$ cat src/rtl/mod7177_mac35_if.sv
// Operand/result handshake bundle for the mod-7177 multiply-accumulate unit.
// The slave side is the MAC itself; the master side feeds operands and consumes sums.
interface mod7177_mac35_if;
    logic signed [12:0] InA;
    logic signed [12:0] InB;
    logic               in_last;
    logic               in_valid;
    logic               in_ready;
    logic signed [34:0] Out;
    logic        [10:0] Count;
    logic               out_err;
    logic               out_valid;
    logic               out_ready;

    modport slave (
        input  InA, InB, in_last, in_valid, out_ready,
        output in_ready, Out, Count, out_err, out_valid
    );

    modport master (
        output InA, InB, in_last, in_valid, out_ready,
        input  in_ready, Out, Count, out_err, out_valid
    );
endinterface

$ cat src/rtl/mod7177_mac35.sv
// Streaming signed multiply-accumulate: sums products of centered residues over a
// group of 1..MAXTERMS terms and hands out one 35-bit sum per group.
module mod7177_mac35 #(
    parameter int MAXTERMS = 1024,
    parameter int Q        = 7177
) (
    input  logic             clk,
    input  logic             Reset,
    mod7177_mac35_if.slave   bus
);

    localparam int HALF = (Q - 1) / 2;
    localparam logic signed [13:0] LIM_HI = 14'(HALF);
    localparam logic signed [13:0] LIM_LO = -14'(HALF);

    typedef enum logic [1:0] {
        ACC   = 2'd0,
        CLOSE = 2'd1,
        HOLD  = 2'd2
    } state_t;

    state_t             state_reg;
    state_t             state_next;
    logic               drain_reg;
    logic signed [25:0] prod_reg;
    logic signed [34:0] acc_reg;
    logic        [10:0] cnt_reg;
    logic               err_reg;
    logic signed [34:0] out_reg;
    logic        [10:0] count_reg;
    logic               out_err_reg;

    logic               accept;
    logic               closing;
    logic               load;
    logic        [10:0] cnt_inc;
    logic signed [25:0] product;
    logic signed [13:0] a_ext;
    logic signed [13:0] b_ext;
    logic               oor;

    assign accept  = bus.in_valid && (state_reg == ACC);
    assign cnt_inc = cnt_reg + 11'd1;
    assign closing = accept && (bus.in_last || (cnt_inc == 11'(MAXTERMS)));
    assign load    = (state_reg == CLOSE) && drain_reg;
    assign product = bus.InA * bus.InB;

    // Widen by one bit so the symmetric limit can be negated without overflow.
    assign a_ext = {bus.InA[12], bus.InA};
    assign b_ext = {bus.InB[12], bus.InB};
    assign oor   = (a_ext > LIM_HI) || (a_ext < LIM_LO) ||
                   (b_ext > LIM_HI) || (b_ext < LIM_LO);

    always_comb begin
        state_next = state_reg;
        case (state_reg)
            ACC:     if (closing)       state_next = CLOSE;
            CLOSE:   if (drain_reg)     state_next = HOLD;
            HOLD:    if (bus.out_ready) state_next = ACC;
            default:                    state_next = ACC;
        endcase
    end

    assign bus.in_ready  = (state_reg == ACC);
    assign bus.out_valid = (state_reg == HOLD);
    assign bus.Out       = out_reg;
    assign bus.Count     = count_reg;
    assign bus.out_err   = out_err_reg;

    always_ff @(posedge clk or negedge Reset) begin
        if (!Reset) begin
            state_reg   <= ACC;
            drain_reg   <= 1'b0;
            prod_reg    <= '0;
            acc_reg     <= '0;
            cnt_reg     <= '0;
            err_reg     <= 1'b0;
            out_reg     <= '0;
            count_reg   <= '0;
            out_err_reg <= 1'b0;
        end else begin
            state_reg <= state_next;
            drain_reg <= (state_reg == CLOSE) && !drain_reg;
            // An idle cycle injects a zero product so the adder can run unconditionally.
            prod_reg  <= accept ? product : '0;
            if (load) begin
                out_reg     <= acc_reg;
                count_reg   <= cnt_reg;
                out_err_reg <= err_reg;
                acc_reg     <= '0;
                cnt_reg     <= '0;
                err_reg     <= 1'b0;
            end else begin
                acc_reg <= acc_reg + {{9{prod_reg[25]}}, prod_reg};
                if (accept) begin
                    cnt_reg <= cnt_inc;
                    err_reg <= err_reg | oor;
                end
            end
        end
    end

endmodule

$ cat src/flat_wrapper.sv
// flat-port wrapper written by rule: the top's interface ports become plain ports
module mod7177_mac35_flat 
#(
    parameter int MAXTERMS = 1024,
    parameter int Q        = 7177
)
  (clk, Reset, bus_InA, bus_InB, bus_in_last, bus_in_valid, bus_out_ready, bus_in_ready, bus_Out, bus_Count, bus_out_err, bus_out_valid);
  mod7177_mac35_if bus_i ();
  input  logic clk;
  input  logic Reset;
  input wire logic [$bits(bus_i.InA)-1:0] bus_InA;
  input wire logic [$bits(bus_i.InB)-1:0] bus_InB;
  input wire logic [$bits(bus_i.in_last)-1:0] bus_in_last;
  input wire logic [$bits(bus_i.in_valid)-1:0] bus_in_valid;
  input wire logic [$bits(bus_i.out_ready)-1:0] bus_out_ready;
  output wire logic [$bits(bus_i.in_ready)-1:0] bus_in_ready;
  output wire logic [$bits(bus_i.Out)-1:0] bus_Out;
  output wire logic [$bits(bus_i.Count)-1:0] bus_Count;
  output wire logic [$bits(bus_i.out_err)-1:0] bus_out_err;
  output wire logic [$bits(bus_i.out_valid)-1:0] bus_out_valid;
  assign bus_i.InA = bus_InA;
  assign bus_i.InB = bus_InB;
  assign bus_i.in_last = bus_in_last;
  assign bus_i.in_valid = bus_in_valid;
  assign bus_i.out_ready = bus_out_ready;
  assign bus_in_ready = bus_i.in_ready;
  assign bus_Out = bus_i.Out;
  assign bus_Count = bus_i.Count;
  assign bus_out_err = bus_i.out_err;
  assign bus_out_valid = bus_i.out_valid;
  mod7177_mac35 #(.MAXTERMS(MAXTERMS), .Q(Q)) u_core (.clk(clk), .Reset(Reset), .bus(bus_i));
endmodule
$ cat config.mk
export PLATFORM = sky130hd
export DESIGN_NAME = mod7177_mac35_flat
export DESIGN_NICKNAME = d
export VERILOG_FILES = /design/src/rtl/mod7177_mac35_if.sv /design/src/rtl/mod7177_mac35.sv /design/src/flat_wrapper.sv
export SDC_FILE = /design/constraint.sdc
export NUM_CORES = 1
export LEC_CHECK = 0
export ABC_AREA = 1
export CORE_AREA = 2 2 151 153
export CTS_BUF_LIST = sky130_fd_sc_hd__clkbuf_4
export DETAILED_ROUTE_END_ITERATION = 10
export DIE_AREA = 0 0 153 155
export PLACE_DENSITY = 0.82
export SETUP_SLACK_MARGIN = 0.02
export SLEW_MARGIN = 10
export SYNTH_ARGS = -nofsm -noshare
export SYNTH_HDL_FRONTEND = slang
export SYNTH_SLANG_ARGS = --single-unit
export TNS_END_PERCENT = 100
$ cat constraint.sdc
create_clock -name clk -period 2.7 [get_ports clk]
set_clock_uncertainty 0.2 [all_clocks]
set_input_delay 0.54 -clock clk [delete_from_list [all_inputs] [get_ports clk]]
set_output_delay 0.54 -clock clk [all_outputs]
set_load 0.01 [all_outputs]
# After elaboration in Yosys (flattened, before gate mapping)

Cells that the tools add are included.

Bitwise gates (word level): 1
$add $sub $neg: 2
Eq/ne operators: 6
Multiply operators: 1
Reduce and logical (&&, ||, !) cells: 12
Mux-type cells: 10
Order comparisons: 4

Operators with widths:

| kind                                                                     | number |
|---|---|
| 35-bit adder                                                             | 1 |
| 35-bit two-way mux                                                       | 1 |
| 13-bit > comparator (second input constant)                              | 2 |
| 13-bit < comparator (second input constant)                              | 2 |
| 13-bit by 13-bit multiplier with 26-bit output                           | 1 |
| 26-bit two-way mux                                                       | 1 |
| 11-bit two-way mux                                                       | 2 |
| 11-bit by 1-bit adder with 11-bit output (second input constant)         | 1 |
| 11-bit equality test (second input constant)                             | 1 |
| 2-bit two-way mux                                                        | 3 |
| 2-bit case mux with 3 select lines                                       | 1 |
| 1-bit logical AND                                                        | 4 |
| 1-bit logical OR                                                         | 4 |
| 2-bit by 1-bit inequality test with 1-bit output (second input constant) | 2 |
| 3-bit AND reduction                                                      | 1 |
| 2-bit by 1-bit equality test with 1-bit output (second input constant)   | 1 |
| 2-bit equality test (second input constant)                              | 1 |
| 2-bit logical NOT                                                        | 1 |
| 1-bit two-way mux                                                        | 2 |
| 2-bit inequality test (second input constant)                            | 1 |
| 2-bit nonzero test                                                       | 1 |
| 1-bit logical NOT                                                        | 1 |
| 1-bit bitwise OR                                                         | 1 |

Word-level logic and storage cells: 45
Flip-flop bits (word level): 123
Input port bits: 31
Output and inout port bits: 49

# Longest topological paths before layout

Gate-level depths: netlist (run 1).

Word-level depth: 7
Gate-level depth with buffers: 25
Depth with buffers taken out: 24

# Least setup slack after synthesis (run 1)

Ideal clock, no wire load.

Path kind: input port to flip-flop
From: input bus_InA[12]
To: register u_core.prod_reg[25]
Stages on the path: 21
Library setup time: 119 ps
Buffers on the path: 1
Data arrival time: 5,170 ps
Required time: 2,381 ps
Setup slack: -2,789 ps
Path through: clkbuf_1 -> nand2_1 -> fa_1 -> inv_1 -> fa_1 -> inv_1 -> fa_1 -> inv_1 -> fa_1 -> inv_1 -> fa_1 -> inv_1 -> ha_1 -> ha_1 -> nand2_1 -> nor3_1 -> nand4_1 -> nand3_1 -> nand3_1 -> nand2_1 -> nor2_1

Word-level cells in the longest chain between the ends: 2

Ends and longest elaborated chain:

| element                                        | RTL line            | source |
|---|---|---|
| start: declaration                             | flat_wrapper.sv:11  | `input wire logic [$bits(bus_i.InA)-1:0] bus_InA;` |
| 13-bit by 13-bit multiplier with 26-bit output | mod7177_mac35.sv:46 | `assign product = bus.InA * bus.InB;` |
| 26-bit two-way mux                             | mod7177_mac35.sv:85 | `prod_reg <= accept ? product : '0;` |
| end signal: assignment                         | mod7177_mac35.sv:85 |  |
| end: declaration                               | mod7177_mac35.sv:25 | `logic signed [25:0] prod_reg;` |

Every way passes these cells.
A chain may end at the register's enable or synchronous reset.

# Worst setup path after layout (run 1)

From: input bus_InA[7]
To: register u_core.prod_reg[16]

Same word-level chain as after synthesis.

==> impl_results.md, run 1 <==
- Rel. slew slack: 0.569
- Tmin final: 5.10 ns
- Register area share after synthesis: 0.225
- IO buf count: 79
- First-pass GRT wire length: 64.1 mm
- Initial Util: 0.614
- Top-area cell type share of the netlist area: 0.239
- Worst path arrival time: 5.39 ns
- Distinct cell type count after synthesis: 37
- Synth Cell Area: 13700 sq um
- Hold WC Path Type: in -> async
- Avg Inst Size Synth: 7.45 sq um
- Primary FF master, synth: dfrtp_1
- Register area: 3080 sq um
- Layout cells sized above 1: 0.232
- Vias in the first global route: 13600
- Clock latency on the worst-skew pair: 0.59 ns
- Final Instance Area: 17600 sq um
- Total Routing Usage GR: 0.337
- Synth Warn #: 0
- Setup violators final: 22
- Die ar.: 23700 sq um
- Clock sinks: 123
- Pin count of the biggest net entering global routing: 65
- Crit path max-delay family: adder cells
- Net count after synthesis: 2130
- Final ANT Viol Nets: 0
- Crit start category: primary input
- Post-DP HPWL: 29.4 mm
- CTS tree: yes
- Crit path largest cell delay: 0.62 ns
- Setup ws final: -2.40 ns
- CP Launch Point: bus_InA[7]
- Final Max Tran Viols: 0
- I/O pin cnt: 80
- Worst-path clk slew: 0.13 ns
- Crit path top cell by count: inv_2
- Share of async-settable or async-resettable flops after synthesis: 1.00
- Failing checks: setup timing
- # fillers: 1433
- Synth area leader: fa_1
- Initial DRC Count: 1021
- Die height: 155 um
- Fin crit share: 1.89
- Grt ovf: 0
- Gp weighted congestion: 1.02
- Drt wl/cell: 18.3 um
- Routed vias/inst: 5.68
- Post-layout util: 0.792
- Fmax: 196 MHz
- CP Class: in -> reg
- Placed cell area: 16100 sq um
- Synthesis-to-layout area growth: 28.8%
- Dominant cells by area after synthesis: fa_1, dfrtp_1, nand2_1
- Most frequent cells in the layout: nand2_1, inv_1, fa_1, nor2_1, buf_4
- Number of synthesized register bits: 123
- # DRC: 0
- FP Rows: 55
- Cell count after synthesis: 1834
- CTS Buf Count: 17
- RSZ-0062 raised after global routing: true
- H-tree lvl count: 4
- EDFF count, synth: 0
- Core area: 22200 sq um
- Required time worst endpoint: 2.99 ns
- Setup crit end kind: register
- Layout Nets: 2356
- Hold Violations, Final: 0
- Area of the multi-input gates: 10200 sq um
- Max clock buf depth: 2
- TNS Setup: -44.58 ns
- Max-Cap Viols: 0
- Crit Reg-Reg Startpoint: u_core.prod_reg[25]$_DFF_PN0_
- Pre-antenna DRT Iters: 7
- Root Buffer: clkbuf_4
- Initial antenna violation count: 1
- Least-Margin Pin Slew: 0.646 ns
- Slowest-stage cell, CP: fa_2
- Max FO, Critical Path: 4
- Run status: finished, violations left
- Crit path buffers/inverters: 8
- Die Width: 153 um
- DR vias: 13400
- Final wirelength: 43.1 mm
- Hold slack: 0.143 ns
- Commonest non-fill, non-tap cell in the layout: nand2_1
-- cell usage after synthesis (4+ instances only) --
cell type    n
nand2_1    571
inv_1      379
fa_1       163
nor2_1     155
dfrtp_1    123
ha_1       102
a21oi_1     86
o21ai_0     56
nand3_1     51
clkbuf_1    31
nand4_1     18
xnor2_1     12
buf_2        9
xor2_1       9
nand2_2      7
nor3_1       7
o21bai_1     7
o22ai_1      7
nor2_2       6
nor3_2       4
o211ai_1     4
-- layer usage --
layer | routed length (um) | part of all wire | global-route usage
met5 | 0 | 0 | 0
met4 | 3200 | 0.074 | 0.172
met3 | 3100 | 0.072 | 0.0507
met2 | 21500 | 0.50 | 0.621
met1 | 15300 | 0.35 | 0.380
-- per-stage QoR --
stage                     instances  setup slack, ns
after floorplan                1834            -2.40
after global placement         2289            -3.35
after detailed placement       2289            -3.49
after CTS                      2348            -2.15
after global routing           2359            -2.47
final                          2359            -2.40
-- what timing repair did --
action,CTS,global route
hold buffers,1,0
resized for setup,236,144
gates cloned,2,0
setup endpoints to repair,23,27
hold endpoints to repair,123,0
setup buffers,25,15
pin swaps,83,85
-- final timing paths --
check                                                      end  slack, ns  depth (start not counted)
worst max-delay path             u_core.prod_reg[16]$_DFF_PN0_      -2.40                         26
worst min-delay path             u_core.bus.Out[4]$_DFFE_PN0P_       0.14                          2
worst max register to register    u_core.acc_reg[34]$_DFF_PN0_       0.17                         10
worst min register to register  u_core.bus.Out[27]$_DFFE_PN0P_       0.29                          2
max in group asynchronous        u_core.prod_reg[23]$_DFF_PN0_       1.57                          3
min in group clk                u_core.bus.Out[27]$_DFFE_PN0P_       0.29                          2
-- cells by family (layout without fill, tap and decap cells) --
family / after synthesis / after routing / synth area share
xor gates and xnor gates: 21 / 21 / 0.0135
buffers and inverters: 425 / 664 / 0.118
DFF: 123 / 123 / 0.225
other: 0 / 1 / 0
adders and majority gates: 265 / 265 / 0.332
AOI/OAI and AO/OA: 167 / 167 / 0.0652
and+or+nand+nor: 833 / 833 / 0.246
-- worst reg2reg max path: stages, from the launching register on --
cell and delay (ns):
dfrtp_1 0.59, ha_1 0.47, nand2_1 0.14, nor2_1 0.26, nand2_1 0.14, nor2_1 0.18
nand3_1 0.19, nand3_1 0.14, nand2_1 0.07, inv_1 0.06, nor2_1 0.04
-- cell type report --
class                   count  share of cell area
repair buffers            250               0.129
inverters                 382              0.0819
clock inverters            15             0.00832
multi-input cells        1286               0.578
clock buffers              17             0.00725
diodes                      1            0.000142
flip-flops and latches    123               0.175
well taps                 285              0.0203
Power of run 1 is left out: the tool's default activity adds up to more than one toggle a clock period on the data nets, which glitch-free logic cannot reach.
==> run 2: changes to the inputs <==
CORE_AREA = 2 2 237 239   (was 2 2 151 153)
DIE_AREA = 0 0 239 241   (was 0 0 153 155)
PLACE_DENSITY = 0.4   (was 0.82)
SETUP_SLACK_MARGIN = 0.1   (was 0.02)
==> impl_results.md, run 2 (synthesis gave the netlist of run 1 again) <==
- Setup ws final: -2.09 ns (was -2.40 ns)
- Failing checks: setup timing (unchanged)
- Initial DRC Count: 472 (was 1021)
- # fillers: 5866 (was 1433)
- Routed vias/inst: 4.30 (was 5.68)
- Run status: finished, violations left (unchanged)
- Total Routing Usage GR: 0.154 (was 0.337)
- Commonest non-fill, non-tap cell in the layout: nand2_1 (unchanged)
- Die height: 241 um (was 155 um)
- Post-DP HPWL: 33.8 mm (was 29.4 mm)
- Hold WC Path Type: in -> reg (was in -> async)
- IO buf count: 79 (unchanged)
- # DRC: 0 (unchanged)
- Root Buffer: clkbuf_4 (unchanged)
- Crit-path cells: buf_8, buf_12, nand2_4, fa_1, fa_1, inv_2, fa_1, fa_1, fa_1, fa_2, ha_4, a21oi_4, buf_6, nand2_4, nand2_4, nand3_2, nand2_2, nand3_2, a21oi_2, nor2_2
- CTS Buf Count: 17 (unchanged)
- Setup crit end kind: register (unchanged)
- Required time worst endpoint: 2.95 ns (was 2.99 ns)
- TNS Setup: -39.30 ns (was -44.58 ns)
- CP Class: in -> reg (unchanged)
- Max-Cap Viols: 0 (unchanged)
- CTS tree: yes (unchanged)
- Die ar.: 57600 sq um (was 23700 sq um)
- Final wirelength: 42.2 mm (was 43.1 mm)
- Max FO, Critical Path: 6 (was 4)
- Gp weighted congestion: 0.874 (was 1.02)
- Clock latency on the worst-skew pair: 0.57 ns (was 0.59 ns)
- Layout cells sized above 1: 0.251 (was 0.232)
- Die Width: 239 um (was 153 um)
- Register-to-register path setup slack: 0.34 ns (was 0.17 ns)
- R2R depth: 13 (was 10)
- Vias in the first global route: 13200 (was 13600)
- Crit start category: primary input (unchanged)
- Max clock buf depth: 2 (unchanged)
- Least-Margin Pin Slew: 0.508 ns (was 0.646 ns)
- Tmin final: 4.79 ns (was 5.10 ns)
- Worst path arrival time: 5.04 ns (was 5.39 ns)
- Crit Reg-Reg Startpoint: u_core.prod_reg[0]$_DFF_PN0_ (was u_core.prod_reg[25]$_DFF_PN0_)
- Crit path largest cell delay: 0.59 ns (was 0.62 ns)
- Crit path to: u_core.prod_reg[25]$_DFF_PN0_ (was u_core.prod_reg[16]$_DFF_PN0_)
- FP Rows: 86 (was 55)
- Hold Violations, Final: 0 (unchanged)
- Most frequent cells in the layout: nand2_1, inv_1, buf_4, fa_1, nor2_1 (was nand2_1, inv_1, fa_1, nor2_1, buf_4)
- Core area: 54900 sq um (was 22200 sq um)
- Clock sinks: 123 (unchanged)
- Pre-antenna DRT Iters: 5 (was 7)
- Final ANT Viol Nets: 0 (unchanged)
- Worst-path clk slew: 0.12 ns (was 0.13 ns)
- CP Launch Point: bus_InB[6] (was bus_InA[7])
- Layout Nets: 2387 (was 2356)
- I/O pin cnt: 80 (unchanged)
- Fmax: 209 MHz (was 196 MHz)
- First-pass GRT wire length: 69.8 mm (was 64.1 mm)
- H-tree lvl count: 4 (unchanged)
- Fin crit share: 1.77 (was 1.89)
- Pin count of the biggest net entering global routing: 62 (was 65)
- Grt ovf: 0 (unchanged)
- RSZ-0062 raised after global routing: true (unchanged)
- Synthesis-to-layout area growth: 37.2% (was 28.8%)
- DR vias: 12100 (was 13400)
- Hold slack: 0.240 ns (was 0.143 ns)
- Slowest-stage cell, CP: fa_1 (was fa_2)
- Rel. slew slack: 0.661 (was 0.569)
- Setup violators final: 22 (unchanged)
- Final Max Tran Viols: 0 (unchanged)
- Reg2reg end: u_core.acc_reg[32]$_DFF_PN0_ (was u_core.acc_reg[34]$_DFF_PN0_)
- Initial Util: 0.249 (was 0.614)
- Initial antenna violation count: 1 (unchanged)
- Crit path top cell by count: fa_1 (was inv_2)
- Drt wl/cell: 15.0 um (was 18.3 um)
==> run 2: worst min-delay path by stage <==
stage	start	endpoint	slack (ns)	cells past startpoint
after detailed placement	u_core.bus.Out[32]$_DFFE_PN0P_	u_core.bus.Out[32]$_DFFE_PN0P_	0.27	2
after CTS	Reset	u_core.acc_reg[6]$_DFF_PN0_	0.24	2
after global placement	u_core.bus.Out[30]$_DFFE_PN0P_	u_core.bus.Out[30]$_DFFE_PN0P_	0.26	2
final	bus_InA[0]	u_core.prod_reg[0]$_DFF_PN0_	0.24	4
after global routing	bus_InA[0]	u_core.prod_reg[0]$_DFF_PN0_	0.20	4
after floorplan	Reset	u_core.acc_reg[0]$_DFF_PN0_	0.04	0
==> run 2: metal layers <==
layer	vias to the layer above	GRT usage	part of all wire
met4	0	0.0402	0.021
met5	-	0	0
li1	6072	-	-
met2	143	0.287	0.51
met3	51	0.0136	0.016
met1	5819	0.191	0.45
==> run 2: stage by stage <==
| stage | util | cell area (sq um) | worst slack, ns | std cells |
|---|---|---|---|---|
| after floorplan | - | 14400 | -2.40 | 1834 |
| after global placement | 0.306 | 16800 | -3.61 | 2707 |
| after detailed placement | 0.306 | 16800 | -3.59 | 2707 |
| after CTS | 0.332 | 18200 | -2.11 | 2795 |
| after global routing | 0.341 | 18700 | -2.20 | 2808 |
| final | 0.341 | 18700 | -2.09 | 2808 |
==> run 2: critical path: cells and delay by family <==
family                   cells  cell delay (ns)
buffers and inverters        4             0.38
AND/OR/NAND/NOR              7             0.44
AO/OA/AOI/OAI                2             0.28
adder cells (fa/ha/maj)      7             3.39
==> run 2: final cells by class <==
class	count	area (sq um)	share of cell area
well taps	704	881	0.0470
multi-input cells	1286	10300	0.549
repair buffers	281	2770	0.148
inverters	382	1440	0.0769
clock inverters	14	149	0.00795
clock buffers	17	128	0.00681
flip-flops and latches	123	3080	0.164
diodes	1	2.50	0.000134
==> run 2: repair_timing <==
item	CTS	global route
cloned	6	0
setup buffers	50	15
gates resized for setup	261	144
endpoints found under the setup margin	23	32
hold endpoints to repair	43	0
hold buffers	1	0
pin swaps	115	98
Power of run 2 is left out for the same reason.
==> run 3: changes to the inputs <==
MAX_ROUTING_LAYER = met4   (was default)
==> impl_results.md, run 3 (synthesis gave the netlist of run 1 again) <==
- Pre-antenna DRT Iters: 5 (unchanged)
- Die height: 241 um (unchanged)
- Crit path to: u_core.prod_reg[21]$_DFF_PN0_ (was u_core.prod_reg[25]$_DFF_PN0_)
- Clock sinks: 123 (unchanged)
- I/O pin cnt: 80 (unchanged)
- H-tree lvl count: 4 (unchanged)
- Hold WC Path Type: in -> async (was in -> reg)
- Core area: 54900 sq um (unchanged)
- # DRC: 0 (unchanged)
- Register area: 3080 sq um (unchanged)
- Max clock buf depth: 2 (unchanged)
- FP Rows: 86 (unchanged)
- R2R depth: 13 (unchanged)
- Most frequent cells in the layout: nand2_1, inv_1, buf_4, fa_1, nor2_1 (unchanged)
- Placed Cells: 2713 (was 2707)
- Least-Margin Pin Slew: 0.514 ns (was 0.508 ns)
- Crit Reg-Reg Startpoint: u_core.acc_reg[0]$_DFF_PN0_ (was u_core.prod_reg[0]$_DFF_PN0_)
- CTS tree: yes (unchanged)
- Worst path arrival time: 5.09 ns (was 5.04 ns)
- Hold Violations, Final: 0 (unchanged)
- IO buf count: 79 (unchanged)
- Non-Filler Instances: 2831 (was 2808)
- Register-to-register path setup slack: 0.29 ns (was 0.34 ns)
- Reg2reg end: u_core.acc_reg[10]$_DFF_PN0_ (was u_core.acc_reg[32]$_DFF_PN0_)
- Gp weighted congestion: 0.883 (was 0.874)
- Post-DP HPWL: 34.0 mm (was 33.8 mm)
- Crit start category: primary input (unchanged)
- Initial Util: 0.249 (unchanged)
- Drt wl/cell: 14.8 um (was 15.0 um)
- Final wirelength: 41.8 mm (was 42.2 mm)
- Vias in the first global route: 13000 (was 13200)
- Worst-path clk slew: 0.12 ns (about the same)
- Clock latency on the worst-skew pair: 0.57 ns (about the same)
- Routed vias/inst: 4.27 (was 4.30)
- Initial DRC Count: 518 (was 472)
- CTS Buf Count: 17 (unchanged)
- Grt ovf: 0 (unchanged)
- Synthesis-to-layout area growth: 39.3% (was 37.2%)
- Area of the multi-input gates: 10400 sq um (was 10300 sq um)
- DR vias: 12100 (about the same)
- Tmin final: 4.80 ns (was 4.79 ns)
- Max FO, Critical Path: 4 (was 6)
- CP Class: in -> reg (unchanged)
- Total Routing Usage GR: 0.155 (was 0.154)
- First-pass GRT wire length: 68.4 mm (was 69.8 mm)
- Max-Cap Viols: 0 (unchanged)
- Run status: finished, violations left (unchanged)
- Initial antenna violation count: 1 (unchanged)
- Setup violators final: 22 (unchanged)
- Pin count of the biggest net entering global routing: 62 (unchanged)
- Die Width: 239 um (unchanged)
- Fin crit share: 1.78 (was 1.77)
- Commonest non-fill, non-tap cell in the layout: nand2_1 (unchanged)
- Setup ws final: -2.10 ns (was -2.09 ns)
- Setup crit end kind: register (unchanged)
- Layout Nets: 2409 (was 2387)
- # fillers: 5784 (was 5866)
- Final ANT Viol Nets: 0 (unchanged)
- Failing checks: setup timing (unchanged)
- CP Launch Point: bus_InA[8] (was bus_InB[6])
- Fmax: 208 MHz (was 209 MHz)
- Root Buffer: clkbuf_4 (unchanged)
- RSZ-0062 raised after global routing: true (unchanged)
- Die ar.: 57600 sq um (unchanged)
- Final Max Tran Viols: 0 (unchanged)
- Rel. slew slack: 0.658 (was 0.661)
- Required time worst endpoint: 2.99 ns (was 2.95 ns)
- Layout cells sized above 1: 0.275 (was 0.251)
## run 3: changes by cell type in the layout (fill, tap and decap cells not counted), moves of 5 or more
cell / before / now
buf_6: 43 / 68
inv_1: 329 / 310
nand2_4: 28 / 33
inv_2: 50 / 67
nand2_1: 509 / 501
## run 3: worst max-delay path: stages
cell and delay, ns:
buf_6 0.07, buf_8 0.11, nand2_4 0.05, fa_1 0.52
fa_1 0.54, inv_2 0.04, fa_1 0.51, fa_1 0.56
fa_1 0.44, fa_2 0.50, ha_4 0.33, nand2_4 0.08
nor2_4 0.12, nand2_2 0.07, nand3_4 0.10, nand4_1 0.18
nand3_1 0.14, nand2_1 0.07, nor2_2 0.10
## run 3: stage by stage
step	hold slack, ns	util	setup TNS, ns	worst slack [ns]	instance area, sq um
after detailed placement	0.264	0.306	-69.23	-3.63	16800
after global placement	0.262	0.306	-69.31	-3.70	16800
after CTS	0.190	0.337	-40.85	-2.15	18500
after floorplan	0.0444	-	-44.31	-2.40	14400
final	0.244	0.347	-39.97	-2.10	19000
after global routing	0.227	0.347	-42.03	-2.24	19000
## run 3: worst min path at each step
stage	depth (start not counted)	end	startpoint
floorplan	0	u_core.acc_reg[0]$_DFF_PN0_	Reset
global placement	2	u_core.bus.Out[32]$_DFFE_PN0P_	u_core.bus.Out[32]$_DFFE_PN0P_
detailed placement	2	u_core.bus.Out[32]$_DFFE_PN0P_	u_core.bus.Out[32]$_DFFE_PN0P_
CTS	2	u_core.acc_reg[30]$_DFF_PN0_	Reset
global route	2	u_core.acc_reg[30]$_DFF_PN0_	Reset
finish	2	u_core.bus.Out[7]$_DFFE_PN0P_	Reset
## run 3: timing repair
item | 4_1_cts | 5_1_grt
pin swaps | 157 | 114
hold endpoints to repair | 37 | 0
hold buffers | 1 | 0
buffers inserted | 73 | 18
cloned | 1 | 0
setup endpoints to repair | 23 | 26
resized for setup | 308 | 172
## run 3: layout make-up
type	instances	area share
Sequential cell	123	0.162
Multi-Input combinational cell	1286	0.546
Clock inverter	15	0.00756
Inverter	382	0.0762
Antenna cell	1	0.000132
Tap cell	704	0.0463
Clock buffer	17	0.00671
Timing Repair Buffer	303	0.156
## run 3: layer usage
metal | track usage | wire (um) | vias to the layer above
met5 | - | 0 | -
met4 | 0.0473 | 1010 | 0
met3 | 0.0154 | 812 | 48
met2 | 0.275 | 21300 | 147
met1 | 0.187 | 18700 | 5780
li1 | - | - | 6103
Power of run 3 is left out for the same reason.
